`config.mk`:
```
export PLATFORM = sky130hd
export DESIGN_NAME = contador_multi
export DESIGN_NICKNAME = d
export VERILOG_FILES = /design/src/rtl/contador_pkg.sv /design/src/rtl/contador_canal.sv /design/src/rtl/contador_multi.sv
export SDC_FILE = /design/constraint.sdc
export NUM_CORES = 1
export LEC_CHECK = 0
export ABC_AREA = 1
export BUFFER_PORTS_ARGS = -buffer_cell sky130_fd_sc_hd__buf_2
export CAP_MARGIN = 0
export CORE_AREA = 8 8 83 85
export DETAILED_ROUTE_END_ITERATION = 7
export DIE_AREA = 0 0 91 93
export HOLD_SLACK_MARGIN = 0.03
export PLACE_DENSITY = 0.75
export SLEW_MARGIN = 20
export SYNTH_ARGS = -nofsm -noshare
export SYNTH_HDL_FRONTEND = slang
export SYNTH_HIERARCHICAL = 1
export SYNTH_SLANG_ARGS = --single-unit
export TNS_END_PERCENT = 1
```
`constraint.sdc`:
```
create_clock -name clk -period 1.09 [get_ports clk]
set_input_delay 0.0545 -clock clk [delete_from_list [all_inputs] [get_ports clk]]
set_output_delay 0.0545 -clock clk [all_outputs]
set_load 0.03 [all_outputs]
```
`src/rtl/contador_pkg.sv`:
```
// Shared definitions for the contador_multi pop-counter bank: FSM encoding and default sizes.
package contador_pkg;

    typedef enum logic {
        ST_WAIT = 1'b0,
        ST_RESP = 1'b1
    } state_t;

    localparam int DEF_NUM_CH = 5;
    localparam int DEF_CNT_W  = 6;
    localparam int DEF_IDX_W  = 3;

endpackage

```
`src/rtl/contador_canal.sv`:
```
// One saturating pop counter with a sticky overflow flag; clr wins over the stored value,
// and a pop coincident with clr still counts.
module contador_canal #(
    parameter int CNT_W = 6
) (
    input  logic             clk,
    input  logic             reset_L,
    input  logic             pop,
    input  logic             clr,
    output logic [CNT_W-1:0] cnt,
    output logic             ovf
);

    localparam logic [CNT_W-1:0] CNT_MAX = '1;

    always_ff @(posedge clk or negedge reset_L) begin
        if (!reset_L) begin
            cnt <= '0;
            ovf <= 1'b0;
        end else if (clr) begin
            cnt <= pop ? CNT_W'(1) : '0;
            ovf <= 1'b0;
        end else if (pop) begin
            // A pop that finds the counter already full is the overflow event.
            if (cnt == CNT_MAX) begin
                ovf <= 1'b1;
            end else begin
                cnt <= cnt + CNT_W'(1);
            end
        end
    end

endmodule

```
`src/rtl/contador_multi.sv`:
```
// Pop-counter bank with a registered req/valid/ack read port gated by idle.
// Define CONTADOR_CLR_ON_READ_EN to make accepted in-range reads clear the selected channel.
module contador_multi
    import contador_pkg::*;
#(
    parameter int NUM_CH = DEF_NUM_CH,
    parameter int CNT_W  = DEF_CNT_W,
    parameter int IDX_W  = DEF_IDX_W
) (
    input  logic              clk,
    input  logic              reset_L,
    input  logic [NUM_CH-1:0] pop,
    input  logic              idle,
    input  logic              req,
    input  logic [IDX_W-1:0]  idx,
    input  logic              ack,
    output logic              valid,
    output logic [CNT_W-1:0]  data_out,
    output logic              ovf,
    output logic              err
);

    localparam logic [IDX_W:0] NUM_CH_L = (IDX_W + 1)'(NUM_CH);

    state_t            state;
    logic [CNT_W-1:0]  cnt_arr [NUM_CH];
    logic [NUM_CH-1:0] ovf_vec;
    logic [NUM_CH-1:0] clr_vec;
    logic [CNT_W-1:0]  sel_cnt;
    logic              sel_ovf;
    logic              in_range;
    logic              accept;

    assign accept   = (state == ST_WAIT) && idle && req;
    assign in_range = ({1'b0, idx} < NUM_CH_L);

    for (genvar i = 0; i < NUM_CH; i++) begin : g_canal
`ifdef CONTADOR_CLR_ON_READ_EN
        assign clr_vec[i] = accept && in_range && (idx == IDX_W'(i));
`else
        assign clr_vec[i] = 1'b0;
`endif
        contador_canal #(.CNT_W(CNT_W)) u_canal (
            .clk    (clk),
            .reset_L(reset_L),
            .pop    (pop[i]),
            .clr    (clr_vec[i]),
            .cnt    (cnt_arr[i]),
            .ovf    (ovf_vec[i])
        );
    end

    // Read mux sees pre-edge counter values, so a same-edge pop shows up only in later reads.
    always_comb begin
        sel_cnt = '0;
        sel_ovf = 1'b0;
        for (int i = 0; i < NUM_CH; i++) begin
            if (idx == IDX_W'(i)) begin
                sel_cnt = cnt_arr[i];
                sel_ovf = ovf_vec[i];
            end
        end
    end

    always_ff @(posedge clk or negedge reset_L) begin
        if (!reset_L) begin
            state    <= ST_WAIT;
            valid    <= 1'b0;
            data_out <= '0;
            ovf      <= 1'b0;
            err      <= 1'b0;
        end else begin
            case (state)
                ST_WAIT: begin
                    if (accept) begin
                        state <= ST_RESP;
                        valid <= 1'b1;
                        if (in_range) begin
                            data_out <= sel_cnt;
                            ovf      <= sel_ovf;
                            err      <= 1'b0;
                        end else begin
                            data_out <= '0;
                            ovf      <= 1'b0;
                            err      <= 1'b1;
                        end
                    end
                end
                ST_RESP: begin
                    if (ack) begin
                        state    <= ST_WAIT;
                        valid    <= 1'b0;
                        data_out <= '0;
                        ovf      <= 1'b0;
                        err      <= 1'b0;
                    end
                end
            endcase
        end
    end

endmodule

```
==> reports/qor.yml <==
yosys:
  synth.distinct_cells: 25
  avgSynthCellArea_um2: 6.95
  synth_flop_cell: "dfrtp_1"
  yosys_warnings: 6
  yosys-top-cells-count: "nand2_1 (112), inv_1 (63), nand3_1 (57)"
  synth_seq_area_share: 0.381
  synth_area_leaders: "dfrtp_1 (38%), nand2_1 (14%), nand3_1 (9.7%)"
  syn_area_mm2: 0.00296
  async_reset_ff_frac: 1.00
  synth_edf_count: 0
  yosysTopAreaCell: "dfrtp_1"
  synthCells: 425
  netlist.area_leader.share: 0.381
  ys_ff_latch: 45
  yosysMostFrequentCell: "nand2_1"
clocking:
  clock_path_buffers: 2
  path_clk_slew_ns: 0.09
  cts_htree_levels: 2
  insertion_delay_ns: 0.30
  clock_sinks: 45
  cts-root-buf: "clkbuf_8"
  cts_tree: "yes"
  cts_buffers: 5
sta:
  maxSlewViolCount: 0
  layout_worst_path_cycle_share: 1.11
  finalClockSkew_ns: 0.00799
  hold_slack_ns: 0.0439
  rsz0062_at_grt: "yes"
  fin_ws_ns: -0.115
  finalCriticalPeriod_ns: 1.20
  finalSetupTns_ns: -1.70
  clock.fmax_mhz: 830
  hold_viol: 0
  finalSetupViolCount: 31
floorplanning:
  io_pins: 22
  die_y_um: 93
  die-width_um: 91
  design.core.area_mm2: 0.00568
  initial_utilization: 0.521
  rows: 28
  die-area_mm2: 0.00846
pwr:
  powerDensity_mw_per_mm2: 1140
  p_leak_nw: 2.00
  vdd_drop_max_uv: 691
setup_path:
  max_stage_delay_ns: 0.40
  cp_common_cell: "nand2_2"
  crit_required_ns: 1.33
  cp.depth: 7
  crit_slowest_cell: "dfrtp_1"
  r2r-start: "g_canal[3].u_canal/cnt[0]$_DFFE_PN0P_"
  worstSetupEndpointType: "flop"
  cp_max_fo: 4
  timing_worst_setup_path_type: "reg2reg"
  arrival_ns: 1.44
  path_buf_inv: 0
  timing.rr.end: "g_canal[3].u_canal/cnt[1]$_DFFE_PN0P_"
  r2r_slack_ns: -0.11
  startpoint_type: "flop"
  cpLargestDelayFamily: "simple AND/OR/NAND/NOR gates"
  reg2regPathDepth: 7
  crit_chain: "ha_4 > nand2_4 > nor2_4 > nand2_2 > nand2_2 > nand2_2 > a21oi_2"
worst_hold_path:
  hold_depth: 3
  min_path_type: "in2reg"
  hold_path_end: "state$_DFF_PN0_"
  min_from: "req"
placed_design:
  io_buffer_count: 21
  dpl.cell_count: 547
  placedInstanceArea_mm2: 0.00334
  hpwlAfterDp_mm: 4.72
  place_congestion: 0.868
final_layout:
  final_area_mm2: 0.00361
  nets: 502
  drive_gt1_frac: 0.237
  antenna_cells: 0
  area_growth_pct: 22.2
  fin_cells: 560
detailed_routing:
  routedWlPerCell_um: 11.6
  vias: 2791
  drc_errors: 0
  ant_nets: 0
  vias_per_cell: 4.98
  drtIter0Drc: 75
  routed_wl_mm: 6.49
  drtPass1Iterations: 4
outcome:
  failed_checks: "negative setup slack"
  status: "finished with violations"
global_routing:
  grt_first_pass_wirelength_mm: 11.2
  antenna_found_initial: 0
  overflow: 0
  grt_pass1_vias: 2641
  grt_usage: 0.155
  grt_max_degree: 46
flow_run:
  drv_cap: 0
[flip-flops by register name (all words and copies together), names as in the netlist]
name,cells
g_canal.u_canal/cnt,30
ovf,1
valid,1
g_canal.u_canal/ovf,5
err,1
data_out,6
state,1
[stage by stage]
stage | power (W) | setup WS (ns) | util
2_1_floorplan | 0.00233 | -0.0387 | -
3_3_place_gp | 0.00258 | -0.0354 | 0.588
3_5_place_dp | 0.00260 | -0.0679 | 0.588
4_1_cts | 0.00412 | -0.0813 | 0.616
5_1_grt | 0.00432 | -0.186 | 0.636
6_report | 0.00412 | -0.115 | 0.636
[area by class of cell]
class / count / area [um2]
clock buffers: 5 / 68.8
clock inverters: 3 / 65.1
fillers: 541 / 2060
inverters: 69 / 259
multi-input cells: 310 / 1640
flip-flops and latches: 45 / 1130
well taps: 75 / 93.8
repair buffers: 53 / 363
[tightest hold or removal path, stage by stage]
cell and delay, ns:
buf_2 0.09, nand2_1 0.09, a21oi_1 0.07
[worst max-delay path by stage]
| stage | from | end | slack, ns |
|---|---|---|---|
| final | g_canal[3].u_canal/cnt[0]$_DFFE_PN0P_ | g_canal[3].u_canal/cnt[1]$_DFFE_PN0P_ | -0.11 |
| after global routing | g_canal[2].u_canal/cnt[0]$_DFFE_PN0P_ | g_canal[2].u_canal/cnt[1]$_DFFE_PN0P_ | -0.19 |
| after CTS | g_canal[3].u_canal/cnt[1]$_DFFE_PN0P_ | g_canal[3].u_canal/cnt[3]$_DFFE_PN0P_ | -0.08 |
| after detailed placement | g_canal[3].u_canal/cnt[1]$_DFFE_PN0P_ | g_canal[3].u_canal/cnt[3]$_DFFE_PN0P_ | -0.07 |
| after global placement | g_canal[1].u_canal/cnt[0]$_DFFE_PN0P_ | g_canal[1].u_canal/cnt[1]$_DFFE_PN0P_ | -0.04 |
| after floorplan | g_canal[4].u_canal/cnt[1]$_DFFE_PN0P_ | g_canal[4].u_canal/cnt[1]$_DFFE_PN0P_ | -0.04 |
[timing repair]
item / CTS / global route
endpoints found under the hold margin: 46 / 0
buffers inserted: 0 / 4
resized for setup: 3 / 19
setup endpoints to repair: 40 / 42
pin swaps: 2 / 14
hold buffers: 2 / 0
[logic make-up (layout without fill, tap and decap cells)]
family	after synthesis	in the layout	synth area share
adder cells (fa/ha/maj)	5	5	0.0212
AO/OA/AOI/OAI	27	27	0.0521
flip-flops	45	45	0.381
buffers and inverters	79	130	0.115
other	1	10	0.00127
AND/OR/NAND/NOR	268	268	0.430
[where the power goes]
group / switching (W) / internal [W]
clock: 0.000593 / 0.000911
combinational: 0.000485 / 0.000296
sequential: 0.0000720 / 0.00176
total: 0.00115 / 0.00297
[placed cells by master, fill, tap and decap left out, types with 11 or more instances in the layout]
cell	n
nand3_1	51
nand4_1	27
buf_2	21
nor2_1	32
nand2_1	111
a21oi_1	11
inv_1	63
nand2_2	18
dfrtp_1	45
buf_4	29
[metal layers]
layer,track usage,wire length [um],vias up
met5,0,0,-
met4,0.0450,48,0
met3,0.0353,241,4
met2,0.281,3320,49
met1,0.179,2890,1283
li1,-,-,1455
No activity file was read; power rests on OpenSTA's default activity.
